File: src/rtl/synaptic_weight_accumulator.sv
//------------------------------------------------------------------------------
// synaptic_weight_accumulator
//
// Purpose:
//   Producer side of the neuron unit's weight-sum interface. A handshaked
//   stream of per-spike synaptic weights is accumulated into separate
//   excitatory and inhibitory sums for one timestep. The beat flagged InLast
//   closes the step. The totals are then published through a single-entry
//   output buffer (SumValid/SumAccept). Accumulation of the next step carries
//   on while the published step waits to be consumed.
//
// Configuration macro:
//   WTSUM_SATURATE_EN - when defined, signed overflow clamps to the DATA_WIDTH
//                       signed max/min and sets a sticky per-step flag.
//                       When undefined, sums wrap and ExSat/InSat read 0.
//
// Ports:
//   Clock, Reset         rising-edge clock, synchronous active-high reset
//   InValid/InReady      input beat handshake
//   InWeight             signed fixed-point weight (DATA_WIDTH bits)
//   InInhibitory         0 = excitatory sum, 1 = inhibitory sum
//   InLast               beat closes the current timestep
//   ExWeightSum          published excitatory sum
//   InWeightSum          published inhibitory sum
//   SpikeCount           beats in the published step, Last beat included
//   SumValid/SumAccept   output buffer handshake
//   ExSat, InSat         sticky saturation flags of the published step
//------------------------------------------------------------------------------
module synaptic_weight_accumulator #(
   parameter int INTEGER_WIDTH   = 32,
   parameter int DATA_WIDTH_FRAC = 32,
   parameter int DATA_WIDTH      = INTEGER_WIDTH + DATA_WIDTH_FRAC,
   parameter int COUNT_WIDTH     = 16
) (
   input  logic                   Clock,
   input  logic                   Reset,
   input  logic                   InValid,
   output logic                   InReady,
   input  logic [DATA_WIDTH-1:0]  InWeight,
   input  logic                   InInhibitory,
   input  logic                   InLast,
   output logic [DATA_WIDTH-1:0]  ExWeightSum,
   output logic [DATA_WIDTH-1:0]  InWeightSum,
   output logic [COUNT_WIDTH-1:0] SpikeCount,
   output logic                   SumValid,
   input  logic                   SumAccept,
   output logic                   ExSat,
   output logic                   InSat
);

   typedef enum logic [0:0] {
      ST_EMPTY = 1'b0,
      ST_FULL  = 1'b1
   } state_t;

   localparam logic [COUNT_WIDTH-1:0] CNT_ONE = {{(COUNT_WIDTH-1){1'b0}}, 1'b1};

   state_t                 state_r;
   state_t                 state_next_s;

   logic [DATA_WIDTH-1:0]  acc_ex_r;
   logic [DATA_WIDTH-1:0]  acc_in_r;
   logic [COUNT_WIDTH-1:0] acc_cnt_r;

   logic                   accept_s;
   logic                   last_acc_s;
   logic [DATA_WIDTH-1:0]  ex_sum_s;
   logic [DATA_WIDTH-1:0]  in_sum_s;
   logic [DATA_WIDTH-1:0]  ex_val_s;
   logic [DATA_WIDTH-1:0]  in_val_s;
   logic [DATA_WIDTH-1:0]  acc_ex_next_s;
   logic [DATA_WIDTH-1:0]  acc_in_next_s;
   logic [COUNT_WIDTH-1:0] acc_cnt_next_s;

`ifdef WTSUM_SATURATE_EN
   logic                   acc_ex_sat_r;
   logic                   acc_in_sat_r;
   logic                   ex_ovf_s;
   logic                   in_ovf_s;
   logic                   acc_ex_sat_next_s;
   logic                   acc_in_sat_next_s;

   // Sign rule: operands of equal sign producing a result of the other sign.
   function automatic logic add_ovf(input logic [DATA_WIDTH-1:0] a,
                                    input logic [DATA_WIDTH-1:0] b,
                                    input logic [DATA_WIDTH-1:0] s);
      return (a[DATA_WIDTH-1] == b[DATA_WIDTH-1]) && (s[DATA_WIDTH-1] != a[DATA_WIDTH-1]);
   endfunction

   // Clamp value for an overflow; direction follows the (shared) operand sign.
   function automatic logic [DATA_WIDTH-1:0] sat_bound(input logic neg);
      return neg ? {1'b1, {(DATA_WIDTH-1){1'b0}}} : {1'b0, {(DATA_WIDTH-1){1'b1}}};
   endfunction
`endif

   // Handshake: only a Last beat stalls, and only while the buffer is full and not draining.
   always_comb begin
      InReady    = !(InValid && InLast && SumValid && !SumAccept);
      accept_s   = InValid && InReady;
      last_acc_s = accept_s && InLast;
   end

   // Accumulator datapath: add the accepted beat into the selected sum and count it.
   always_comb begin
      ex_sum_s = acc_ex_r + InWeight;
      in_sum_s = acc_in_r + InWeight;
`ifdef WTSUM_SATURATE_EN
      ex_ovf_s = add_ovf(acc_ex_r, InWeight, ex_sum_s);
      in_ovf_s = add_ovf(acc_in_r, InWeight, in_sum_s);
      ex_val_s = ex_ovf_s ? sat_bound(acc_ex_r[DATA_WIDTH-1]) : ex_sum_s;
      in_val_s = in_ovf_s ? sat_bound(acc_in_r[DATA_WIDTH-1]) : in_sum_s;
      acc_ex_sat_next_s = acc_ex_sat_r | (accept_s && !InInhibitory && ex_ovf_s);
      acc_in_sat_next_s = acc_in_sat_r | (accept_s &&  InInhibitory && in_ovf_s);
`else
      ex_val_s = ex_sum_s;
      in_val_s = in_sum_s;
`endif
      acc_ex_next_s = (accept_s && !InInhibitory) ? ex_val_s : acc_ex_r;
      acc_in_next_s = (accept_s &&  InInhibitory) ? in_val_s : acc_in_r;
      if (accept_s && (acc_cnt_r != {COUNT_WIDTH{1'b1}})) begin
         acc_cnt_next_s = acc_cnt_r + CNT_ONE;
      end else begin
         acc_cnt_next_s = acc_cnt_r;
      end
   end

   // Accumulators: clear when a step is closed, otherwise follow the datapath.
   always_ff @(posedge Clock) begin
      if (Reset || last_acc_s) begin
         acc_ex_r     <= {DATA_WIDTH{1'b0}};
         acc_in_r     <= {DATA_WIDTH{1'b0}};
         acc_cnt_r    <= {COUNT_WIDTH{1'b0}};
`ifdef WTSUM_SATURATE_EN
         acc_ex_sat_r <= 1'b0;
         acc_in_sat_r <= 1'b0;
`endif
      end else begin
         acc_ex_r     <= acc_ex_next_s;
         acc_in_r     <= acc_in_next_s;
         acc_cnt_r    <= acc_cnt_next_s;
`ifdef WTSUM_SATURATE_EN
         acc_ex_sat_r <= acc_ex_sat_next_s;
         acc_in_sat_r <= acc_in_sat_next_s;
`endif
      end
   end

   // Published outputs: reload on every closed step (including the Last beat itself), hold otherwise.
   always_ff @(posedge Clock) begin
      if (Reset) begin
         ExWeightSum <= {DATA_WIDTH{1'b0}};
         InWeightSum <= {DATA_WIDTH{1'b0}};
         SpikeCount  <= {COUNT_WIDTH{1'b0}};
      end else if (last_acc_s) begin
         ExWeightSum <= acc_ex_next_s;
         InWeightSum <= acc_in_next_s;
         SpikeCount  <= acc_cnt_next_s;
      end else begin
         ExWeightSum <= ExWeightSum;
         InWeightSum <= InWeightSum;
         SpikeCount  <= SpikeCount;
      end
   end

`ifdef WTSUM_SATURATE_EN
   // Published saturation flags travel with the published sums.
   always_ff @(posedge Clock) begin
      if (Reset) begin
         ExSat <= 1'b0;
         InSat <= 1'b0;
      end else if (last_acc_s) begin
         ExSat <= acc_ex_sat_next_s;
         InSat <= acc_in_sat_next_s;
      end else begin
         ExSat <= ExSat;
         InSat <= InSat;
      end
   end
`else
   // Wrapping arithmetic never saturates.
   assign ExSat = 1'b0;
   assign InSat = 1'b0;
`endif

   // Output buffer FSM: state register.
   always_ff @(posedge Clock) begin
      if (Reset) begin
         state_r <= ST_EMPTY;
      end else begin
         state_r <= state_next_s;
      end
   end

   // Output buffer FSM: a closed step fills the buffer even while it is being drained.
   always_comb begin
      state_next_s = state_r;
      case (state_r)
         ST_EMPTY: begin
            if (last_acc_s) begin
               state_next_s = ST_FULL;
            end else begin
               state_next_s = ST_EMPTY;
            end
         end
         ST_FULL: begin
            if (last_acc_s) begin
               state_next_s = ST_FULL;
            end else if (SumAccept) begin
               state_next_s = ST_EMPTY;
            end else begin
               state_next_s = ST_FULL;
            end
         end
         default: begin
            state_next_s = ST_EMPTY;
         end
      endcase
   end

   // Output buffer FSM: state decode.
   always_comb begin
      SumValid = 1'b0;
      case (state_r)
         ST_EMPTY: SumValid = 1'b0;
         ST_FULL:  SumValid = 1'b1;
         default:  SumValid = 1'b0;
      endcase
   end

endmodule

File: config.mk
export PLATFORM = sky130hd
export DESIGN_NAME = synaptic_weight_accumulator
export DESIGN_NICKNAME = d
export VERILOG_FILES = /design/src/rtl/synaptic_weight_accumulator.sv
export SDC_FILE = /design/constraint.sdc
export NUM_CORES = 1
export LEC_CHECK = 0
export ABC_CLOCK_PERIOD_IN_PS = 5000
export CORE_UTILIZATION = 57
export CTS_CLUSTER_SIZE = 20
export DETAILED_ROUTE_END_ITERATION = 16
export PLACE_DENSITY_LB_ADDON = 0.05
export SYNTH_ARGS = -nofsm -noshare
export SYNTH_HDL_FRONTEND = slang
export SYNTH_SLANG_ARGS = --single-unit
export TNS_END_PERCENT = 100
File: constraint.sdc
create_clock -name Clock -period 5 [get_ports Clock]
set_clock_uncertainty 0.1 [all_clocks]
set_input_delay 1.5 -clock Clock [delete_from_list [all_inputs] [get_ports Clock]]
set_output_delay 1.5 -clock Clock [all_outputs]
set_load 0.01 [all_outputs]
-- Word level (Yosys, flattened, before mapping)
Index checks and enable logic that the tools add are counted.
- add/subtract/negate cells: 3
- eq/ne operators: 1
- multiplexer cells: 8
- bitwise operators: 1
- reductions and logical operators: 12
- operators with widths (cell ; number):
    $add 64x64->64 ; 2
    $mux 64 ; 2
    $add 16x1->16 const B ; 1
    $mux 16 ; 1
    $ne 16x16->1 const B ; 1
    $logic_and 1x1->1 ; 8
    $pmux 1 s2 ; 2
    $logic_not 1->1 ; 3
    $mux 1 ; 3
    $logic_or 1x1->1 ; 1
    $not 1->1 ; 1
- register bits after elaboration: 289
- bits of input ports: 70
- output and inout port bits: 148

-- Depth between registers and ports, before layout
Gate-level depths: netlist of run 1.
- depth in word-level cells: 9
- depth in mapped cells: 13
- mapped depth without buffers: 13

-- Least setup slack after synthesis of run 1
Ideal clock, no wire load.
- path kind: input to register
- start point: input InWeight[0]
- end point: register acc_in_r[56]
- data arrival time: 4203 ps
- data required time: 4777 ps
- setup slack: 574 ps
- cell stages on the path: 13
- path through: ha_1 > fa_1 > a211oi_1 > o21bai_1 > a31o_2 > a22oi_1 > o21ai_1 > a21oi_1 > o41ai_2 > a211oi_1 > o31ai_1 > xnor2_1 > o21ai_0
- longest elaborated chain between the ends: 2
- RTL lines (item ; line ; source):
    start: declaration ; 39 ; input logic [DATA_WIDTH-1:0] InWeight,
    $add 64x64->64 ; 106 ; in_sum_s = acc_in_r + InWeight;
    $mux 64 ; 119 ; acc_in_next_s = (accept_s && InInhibitory) ? in_val_s : acc_in_r;
    end signal: assignment ; 131 ; acc_in_r <= {DATA_WIDTH{1'b0}};
    end signal: assignment ; 139 ; acc_in_r <= acc_in_next_s;
    end: declaration ; 62 ; logic [DATA_WIDTH-1:0] acc_in_r;
No other way between the ends.
A chain may end at the register's enable or synchronous reset.

-- Worst setup path after layout of run 1
- start point: input InWeight[0]
- end point: register ExWeightSum[42]
- longest elaborated chain between the ends: 2
- RTL lines (item ; line ; source):
    $add 64x64->64 ; 105 ; ex_sum_s = acc_ex_r + InWeight;
    $mux 64 ; 118 ; acc_ex_next_s = (accept_s && !InInhibitory) ? ex_val_s : acc_ex_r;
    end signal: assignment ; 151 ; ExWeightSum <= {DATA_WIDTH{1'b0}};
    end signal: assignment ; 155 ; ExWeightSum <= acc_ex_next_s;
    end signal: assignment ; 159 ; ExWeightSum <= ExWeightSum;
    end: declaration ; 42 ; output logic [DATA_WIDTH-1:0] ExWeightSum,
No other way between the ends.

==> results of run 1 <==
-- placed cells by master (no fill, tap or decap), drive strengths merged, types with 7 or more instances in the layout --
cell             n
clkbuf          41
dfxtp          289
a21o            93
nand2          254
and2            11
o21a            13
nand4           63
or3              7
a21boi           8
xor2            61
a211oi          14
nor2           285
xnor2           62
mux2i           43
inv             32
buf            209
nand2b           9
o211ai          15
a21oi          219
clkdlybuf4s50  215
o21bai          35
ha             127
nand3           54
nor4             7
nor2b           12
o21ai          231
clkinv          10
a32oi           19
and3            19
a31oi           11
o31ai           10
nor3            30
-- flip-flops by register name (all words and copies together), names as in the netlist --
register and count:
acc_cnt_r 16, acc_in_r 64, SpikeCount 16, acc_ex_r 64, InWeightSum 64, state_r 1, ExWeightSum 64
-- worst max-delay path, delay by kind of cell --
kind                       cells  cell delay, ns
adders and majority gates      2            0.44
and+or+nand+nor                2            0.51
AOI/OAI and AO/OA              9            2.24
buffers and inverters          1            0.51
-- cell families (layout without fill, tap and decap cells) --
family,Yosys count,in the layout,synth area share [%]
buf+inv,176,512,3.96
other cells,1,2,0.0215
flops,289,289,33.1
compound gates,721,721,25.3
fa+ha+maj,129,129,9.32
simple gates,773,773,19.6
xor+xnor,123,123,6.16
mux,44,44,2.53
-- worst paths after layout --
| check | startpoint | end | slack, ns | cells past startpoint |
|---|---|---|---|---|
| max | InWeight[0] | ExWeightSum[42] | 0.20 | 14 |
| min | InWeightSum[50] | InWeightSum[50] | 0.35 | 2 |
| max reg2reg | acc_ex_r[0] | ExWeightSum[42] | 1.29 | 13 |
| min reg2reg | InWeightSum[50] | InWeightSum[50] | 0.35 | 2 |
-- layout make-up --
cell class / instances / area [sq um] / share of cell area (%)
Clock buffer: 41 / 843 / 3.81
Clock inverter: 17 / 105 / 0.474
Inverter: 30 / 113 / 0.508
Multi-Input combinational cell: 1792 / 11100 / 49.9
Sequential cell: 289 / 5790 / 26.1
Tap cell: 390 / 488 / 2.20
Timing Repair Buffer: 424 / 3760 / 17.0
-- per-stage QoR --
| stage | total power [uW] | area [sq um] | hold WS [ns] |
|---|---|---|---|
| 4_1_cts | 6060 | 22100 | 0.355 |
| 3_3_place_gp | 3870 | 21200 | 0.333 |
| 3_5_place_dp | 3900 | 21200 | 0.342 |
| 2_1_floorplan | 3330 | 17500 | 0.349 |
| 5_1_grt | 6300 | 22200 | 0.369 |
| 6_report | 6080 | 22200 | 0.350 |
-- layer usage --
metal / global-route usage, % / vias up / part of all wire, %
li1: - / 8664 / -
met1: 48.0 / 8714 / 43
met2: 60.0 / 773 / 45
met3: 6.53 / 164 / 8.4
met4: 14.7 / 0 / 4.2
met5: 0 / - / 0
-- power groups by stage --
| stage | clock network [uW] | logic (uW) | registers, uW |
|---|---|---|---|
| 2_1_floorplan | 0 | 826 | 2500 |
| 6_report | 2180 | 1440 | 2460 |
| 3_3_place_gp | 0 | 1370 | 2500 |
| 3_5_place_dp | 0 | 1400 | 2500 |
| 4_1_cts | 2190 | 1410 | 2460 |
| 5_1_grt | 2280 | 1560 | 2470 |
==> reports/summary.txt, run 1 <==
Status -> completed
Std-Cell Rows -> 63
Sw frac -> 31.1%
Critical path data arrival time -> 5.22 ns
Final WL -> 59,300 um
Final min period -> 4.80 ns
Drt pass-1 iters -> 5
Cell variety after synth -> 75
CP Class -> in2reg
Net Sw Power -> 1890 uW
Post-synthesis cell area -> 17,500 sq um
Die Span Y -> 177 um
Flop pwr share -> 40.4%
Setup ws final -> 0.200 ns
Syn avg cell area -> 7.75 sq um
Routed WL per cell -> 19.9 um
Peak VDD IR -> 0.313 mV
CTS Root Cell -> clkbuf_16
GRT Total Usage -> 36.9%
# IOs -> 218
MaxCap Viol Count -> 0
Top-count cell post-synth -> dfxtp_1
Post-synth top area share -> 33.1%
Fill count -> 2,278
Total grt overflow -> 0
Longest Clk Path Bufs -> 3
Clk_lat worst skew -> 0.59 ns
Peak Freq -> 0.208 GHz
Clk pin slew, worst setup/hold paths -> 0.06 ns
Vias in the first global route -> 17,491
Clk sinks -> 289
Top cell types by occurrence after synthesis -> 289 x dfxtp_1, 284 x nor2_1, 254 x nand2_1, 221 x o21ai_0, 219 x a21oi_1
Max Fanout on Critical Path -> 4
Setup bufs post-CTS -> 0
Starting Density -> 58.5%
GPL Wtd Cong -> 1.09
Min-Delay Path Class -> reg2reg
Hold buffer count at cts -> 0
Main area contributors after synthesis -> dfxtp_1 33%, ha_1 9.1%, o21ai_0 6.3%
Worst Setup End Kind -> flop
Seq cells post-synth -> 289
Top FF cell, synth -> dfxtp_1
PostCTS Resize Cnt -> 0
Static leakage -> 0.00942 uW
CTS tree -> yes
First-pass GRT wire length -> 91,900 um
Pre-CTS setup slack -> -0.410 ns
Finished Layout Cells -> 2,983
Final setup TNS -> 0 ns
Placed cells -> 2,925
Max_slew headroom -> 25.6%
Int Power -> 4190 uW
Largest area contributor in the netlist -> dfxtp_1
RSZ-0062 raised after global routing -> false
Vias per inst -> 6.14
Post-DRT Antenna Nets -> 0
HPWL Detailed -> 44,800 um
CP max-delay cell -> clkdlybuf4s50_1
Htree depth -> 1
CTS buffer count -> 31
Async S/R FF share, synth -> 0%
1st-iter DRT viols -> 1,649
Final Net Count -> 2,767
Worst slew pin tran -> 1.12 ns
Number of enable flip-flop cells after synthesis -> 0
Ys Warns -> 0
Final slew viol count -> 0
Largest net degree at the start of global routing -> 109
Initial antenna violation count -> 0
Register area share after synthesis -> 33.1%
Max stage delay on crit path -> 0.51 ns
Cells along the critical path -> clkdlybuf4s50_1, ha_1, fa_1, a21oi_1, o21ai_1, a41oi_1, o31a_1, o31a_1, o21ai_1, a21boi_1, o21ai_1, a21oi_1, or4_1, nand3_1
Total number of vias -> 18,315
Die width -> 177 um
Pwr Density -> 275 nW/um^2
Combinational power share -> 23.7%
DIE AREA -> 31,400 sq um
Final Hold Vio Count -> 0
Cell mode on critical path -> o21ai_1
Share of cells above drive strength 1 -> 11.2%
Post-Syn Instances -> 2,256
Ant. Diodes -> 0
CP required -> 5.42 ns
Core ar. -> 29,900 sq um
Type of origin of the critical path -> input port
Area delta synth->final -> 26.7%
Final Cycle Share -> 96.0%
PortBufs -> 215
Final setup viols -> 0
Final Util -> 74.2%
Clock power frac -> 35.8%
DRC viols -> 0
Note: power is estimated with default switching activity, not from simulation.
==> run 2, diff against run 1 <==
ABC_AREA = 1   (was unset)
CORE_UTILIZATION = 59   (was 57)
SKIP_CTS_REPAIR_TIMING = 1   (was unset)
==> run 2 against run 1 <==
  * Non-clock buffer count fell by 198
  * Power rose by 8.2%
  * Utilization fell by 4.3 points
  * Register-to-register slack improved by 1.1 ns
  * Critical path type is now in2out
  * Highest routed layer unchanged
==> reports/summary.txt, run 2 <==
Status -> completed
Initial antenna violation count -> 0 (unchanged)
Most frequent cells in the layout -> 1,505 x nand2_1, 675 x inv_1, 338 x nor2_1
Final slew viol count -> 0 (unchanged)
Core ar. -> 36,600 sq um (+23%)
GRT Total Usage -> 38.3% (+1.4 points)
First-pass GRT wire length -> 115,000 um (+25%)
Max stage delay on crit path -> 0.55 ns (+0.04 ns)
DRC viols -> 0 (unchanged)
Final setup TNS -> 0 ns (unchanged)
Cell mode on critical path -> clkdlybuf4s50_1
Std-Cell Rows -> 70 (+11%)
Final min period -> 4.23 ns (-0.573 ns)
Cell variety after synth -> 42 (-44%)
Peak Freq -> 0.237 GHz (+14%)
Hold Startpoint -> InWeightSum[36]
Max_slew headroom -> 29.2% (+3.5 points)
Routed WL per cell -> 16.2 um (-18%)
Async S/R FF share, synth -> 0% (unchanged)
Htree depth -> 1 (unchanged)
Max Fanout on Critical Path -> 2 (-2)
PortBufs -> 215 (unchanged)
Final Hold Vio Count -> 0 (unchanged)
Final Net Count -> 4,211 (+52%)
Final Cycle Share -> 84.5% (-11 points)
Clk_lat worst skew -> 0.60 ns (about the same)
Critical path origin -> SumAccept
Worst slew pin tran -> 1.06 ns (-0.0546 ns)
R2R Path Start -> acc_in_r[0]
CP required -> 3.40 ns (-2.02 ns)
Main area contributors after synthesis -> dfxtp_1 26%, nand2_1 26%, inv_1 12%
Area delta synth->final -> 16.7%
Worst Setup End Kind -> output pin
Peak VDD IR -> 0.299 mV (-4.3%)
CP Class -> in2out
Clk sinks -> 289 (unchanged)
Seq cells post-synth -> 289 (unchanged)
Fill count -> 3,449 (+51%)
CTS buffer count -> 31 (unchanged)
Syn avg cell area -> 5.73 sq um (-26%)
Met3 Track Usage GR -> 4.93% (-1.6 points)
Min-Delay Path Class -> reg2reg
Commonest non-fill, non-tap cell in the layout -> nand2_1
GPL Wtd Cong -> 1.05 (-3.0%)
Clk pin slew, worst setup/hold paths -> 0.06 ns (about the same)
Total number of vias -> 23,636 (+29%)
Hold WS -> 0.351 ns (+0.000252 ns)
Starting Density -> 59.9% (+1.3 points)
Share of cells above drive strength 1 -> 5.15% (-6.1 points)
Static leakage -> 0.0137 uW (+45%)
Final setup viols -> 0 (unchanged)
Vias per inst -> 5.25 (-15%)
1st-iter DRT viols -> 1,963 (+19%)
Area taken by multi-input logic gates -> 13,200 sq um (+19%)
Post-Syn Instances -> 3,827 (+70%)
CTS Root Cell -> clkbuf_16
Ys Warns -> 0 (unchanged)
CTS tree -> yes
Final WL -> 73,000 um (+23%)
Die width -> 195 um (+9.9%)
HPWL Detailed -> 58,500 um (+31%)
Post-synthesis cell area -> 21,900 sq um (+25%)
GR Util met2 -> 61.2% (+1.2 points)
RSZ-0062 raised after global routing -> false
Largest area contributor in the netlist -> dfxtp_1
Ant. Diodes -> 0 (unchanged)
Post-synth top area share -> 26.4% (-6.7 points)
Post-DRT Antenna Nets -> 0 (unchanged)
Type of origin of the critical path -> input port
Pwr Density -> 257 nW/um^2 (-6.3%)
DIE AREA -> 37,900 sq um (+21%)
Most Crowded Layer GR -> met2
Final Util -> 69.8% (-4.3 points)
CP max-delay cell -> clkdlybuf4s50_1
MaxCap Viol Count -> 0 (unchanged)
Cell family with most CP delay -> buffers and inverters
Die Span Y -> 195 um (+9.9%)
Vias in the first global route -> 21,709 (+24%)
Total grt overflow -> 0 (unchanged)
Cells along the critical path -> clkdlybuf4s50_1, inv_1, nand4_1, clkdlybuf4s50_1
# IOs -> 218 (unchanged)
Largest net degree at the start of global routing -> 148 (+36%)
Top-count cell post-synth -> nand2_1
Routing usage on met1 -> 50.9% (+2.9 points)
Register area -> 5790 sq um (unchanged)
Buffers and inverters on the worst path -> 3 (+2)
Longest Clk Path Bufs -> 3 (unchanged)
Top cell types by occurrence after synthesis -> 1,505 x nand2_1, 675 x inv_1, 339 x nor2_1, 289 x dfxtp_1, 219 x nand3_1
Critical path data arrival time -> 2.63 ns (-2.59 ns)
Top FF cell, synth -> dfxtp_1
Register area share after synthesis -> 26.4% (-6.7 points)
Number of enable flip-flop cells after synthesis -> 0 (unchanged)
Drt pass-1 iters -> 6 (+1)
==> run 2: changes by cell type after synthesis, sizes merged, moves of 92 or more <==
| cell | before | now |
|---|---|---|
| nand2 | 254 | 1534 |
| inv | 30 | 698 |
| nand3 | 54 | 231 |
| clkbuf | 122 | 20 |
| a21o | 93 | 1 |
==> run 2: through the flow <==
step | instance area (sq um) | std cells | power (uW) | setup slack (ns)
after global placement | 24400 | 4447 | 3960 | 0.745
after detailed placement | 24400 | 4447 | 3980 | 0.699
after CTS | 25600 | 4503 | 6560 | 0.776
after global routing | 25600 | 4503 | 6850 | 0.716
after floorplan | 21900 | 3828 | 3490 | 1.62
final | 25600 | 4503 | 6580 | 0.773
==> run 2: worst min-delay path, cell delays in order, from the launching register on <==
cell	delay, ns
dfxtp_1	0.31
nand2_1	0.06
nand2_1	0.04
==> run 2: metal layers <==
metal | routed length (um) | up-vias
met1 | 31700 | 10488
li1 | - | 12026
met2 | 31400 | 936
met4 | 3820 | 0
met3 | 5990 | 186
met5 | 0 | -
==> run 2: final cells by class <==
type,count,share of cell area [%]
tap,468,2.29
clock inverter,19,1.24
clock buffer,37,3.24
sequential,289,22.6
multi-input combinational,2764,51.4
inverter,700,10.3
timing repair buffer,226,8.89
==> run 2: path summary, 6_finish.rpt <==
check | cells past startpoint | slack (ns) | endpoint
max | 4 | 0.77 | InReady
min | 2 | 0.35 | InWeightSum[36]
max reg2reg | 16 | 2.37 | InWeightSum[44]
min reg2reg | 2 | 0.35 | InWeightSum[36]
==> run 2: cells by family after synthesis <==
group                      Yosys count  synth area share [%]
and+or+nand+nor                   2276                  43.2
AOI/OAI and AO/OA                  322                  7.87
other                                1                0.0171
DFF                                289                  26.4
muxes                                7                 0.320
buffers and inverters              775                  13.6
xor gates and xnor gates            28                  1.12
adders and majority gates          129                  7.43
==> run 2: power breakdown <==
part	switching [uW]	total (uW)	internal, uW
registers	65.1	2460	2400
clock network	1010	2610	1590
logic	987	1510	522
==> run 3, diff against run 2 <==
ABC_CLOCK_PERIOD_IN_PS = 4300   (was 5000)
clock period = 4.3 ns   (was 5 ns; I/O delays follow)
==> run 3 against run 2 <==
  * Sequential power up 17%
  * Largest cell class unchanged
  * Register-to-register slack worse by 0.69 ns
  * Critical path type unchanged
  * Worst setup slack worse by 0.28 ns
  * First-iteration DRC count down 8.1%
==> reports/summary.txt, run 3 (synthesized netlist as in run 2, its figures left out) <==
Status -> completed
Die width -> 195 um (unchanged)
Clk pin slew, worst setup/hold paths -> 0.05 ns (about the same)
FF-to-FF path depth -> 16 (unchanged)
Largest net degree at the start of global routing -> 148 (unchanged)
Std-Cell Rows -> 70 (unchanged)
Cells along the critical path -> clkdlybuf4s50_1, nand4_1, clkdlybuf4s50_1
GRT Total Usage -> 39.0% (+0.74 points)
Starting Density -> 59.9% (unchanged)
Critical path data arrival time -> 2.42 ns (-0.21 ns)
Vias in the first global route -> 22,254 (+2.5%)
CP required -> 2.91 ns (-0.49 ns)
Final WL -> 74,000 um (+1.4%)
Peak VDD IR -> 0.380 mV (+27%)
MaxCap Viol Count -> 0 (unchanged)
HPWL Detailed -> 59,000 um (+0.86%)
Commonest non-fill, non-tap cell in the layout -> nand2_1
Final Cycle Share -> 88.6%
DIE AREA -> 37,900 sq um (unchanged)
Static leakage -> 0.0137 uW (+0.28%)
CTS buffer count -> 34 (+9.7%)
Worst R2R Setup Slack -> 1.68 ns (-0.69 ns)
Vias per inst -> 5.24 (about the same)
CP max-delay cell -> clkdlybuf4s50_1
Hold Startpoint -> InWeightSum[52]
Clk sinks -> 289 (unchanged)
Final min period -> 3.81 ns
CTS tree -> yes
Total number of vias -> 23,656 (+0.085%)
DRC viols -> 0 (unchanged)
R2R Path Start -> acc_ex_r[0]
Most frequent cells in the layout -> 1,505 x nand2_1, 675 x inv_1, 338 x nor2_1
Post-DRT Antenna Nets -> 0 (unchanged)
Type of origin of the critical path -> input port
Final slew viol count -> 0 (unchanged)
FF-to-FF End -> ExWeightSum[60]
Clk_lat worst skew -> 0.56 ns (-0.04 ns)
Final Hold Vio Count -> 0 (unchanged)
Area delta synth->final -> 17.0%
Final setup viols -> 0 (unchanged)
Max Fanout on Critical Path -> 2 (unchanged)
1st-iter DRT viols -> 1,804 (-8.1%)
Hold WS -> 0.349 ns (-0.00169 ns)
GPL Wtd Cong -> 1.02 (-2.9%)
Initial antenna violation count -> 0 (unchanged)
CTS Root Cell -> clkbuf_16
Fill count -> 3,486 (+1.1%)
Final Net Count -> 4,216 (+0.12%)
PortBufs -> 215 (unchanged)
First-pass GRT wire length -> 116,000 um (+1.1%)
CP Class -> in2out
Worst slew pin tran -> 0.669 ns (-0.392 ns)
Drt pass-1 iters -> 6 (unchanged)
Longest Clk Path Bufs -> 3 (unchanged)
Cell mode on critical path -> clkdlybuf4s50_1
Htree depth -> 2 (+1)
Worst Setup End Kind -> output pin
# IOs -> 218 (unchanged)
Pwr Density -> 300 nW/um^2 (+17%)
Routed WL per cell -> 16.4 um (+1.2%)
Peak Freq -> 0.262 GHz
Endpoint, Worst Hold -> InWeightSum[52]
Die Span Y -> 195 um (unchanged)
Share of cells above drive strength 1 -> 5.27% (+0.11 points)
Min-Delay Path Class -> reg2reg
Core ar. -> 36,600 sq um (unchanged)
Max_slew headroom -> 55.4% (+26 points)
Total grt overflow -> 0 (unchanged)
WHS Path Cells -> 2 (unchanged)
Final setup TNS -> 0 ns (unchanged)
Ant. Diodes -> 0 (unchanged)
Max stage delay on crit path -> 0.51 ns (-0.04 ns)
RSZ-0062 raised after global routing -> false
-- run 3: report_power, final --
group / total [uW] / leakage [uW] / internal, uW / switching, uW
Combinational: 1770 / 0.0108 / 612 / 1150
Clock: 3060 / 0.000571 / 1820 / 1240
Sequential: 2870 / 0.00235 / 2790 / 77.1
Total: 7700 / 0.0137 / 5220 / 2470
-- run 3: cell type report --
type | instances | area (sq um) | area share [%]
clock buffer | 46 | 956 | 3.73
tap | 468 | 586 | 2.28
clock inverter | 16 | 211 | 0.825
multi-input combinational | 2764 | 13200 | 51.3
sequential | 289 | 5790 | 22.6
timing repair buffer | 228 | 2320 | 9.07
inverter | 700 | 2630 | 10.3
-- run 3: worst max path at each step --
stage / cells past startpoint / start / to
after floorplan: 13 / InWeight[0] / ExWeightSum[14]
after global placement: 17 / InWeight[0] / ExWeightSum[60]
after detailed placement: 17 / InWeight[0] / ExWeightSum[60]
after CTS: 4 / SumAccept / InReady
after global routing: 3 / InLast / InReady
final: 3 / InLast / InReady
-- run 3: routing by layer --
metal  global-route usage (%)  wire (um)
met2                     62.4      32100
met4                     21.0       4170
met5                        0          0
met3                     5.95       5660
met1                     50.6      32000
-- run 3: critical path: cells and delay by family --
family / cells / cell delay [ns]
buffers and inverters: 2 / 1.01
AND/OR/NAND/NOR: 1 / 0.12
-- run 3: metrics by stage --
step / utilization, % / setup WS, ns / area [sq um] / instances / power, uW
floorplan: - / 1.13 / 21900 / 3828 / 4050
global placement: 66.9 / 0.231 / 24500 / 4449 / 4620
detailed placement: 66.9 / 0.227 / 24500 / 4449 / 4640
CTS: 70.0 / 0.498 / 25600 / 4511 / 7690
global route: 70.0 / 0.427 / 25600 / 4511 / 8020
finish: 70.0 / 0.489 / 25600 / 4511 / 7700
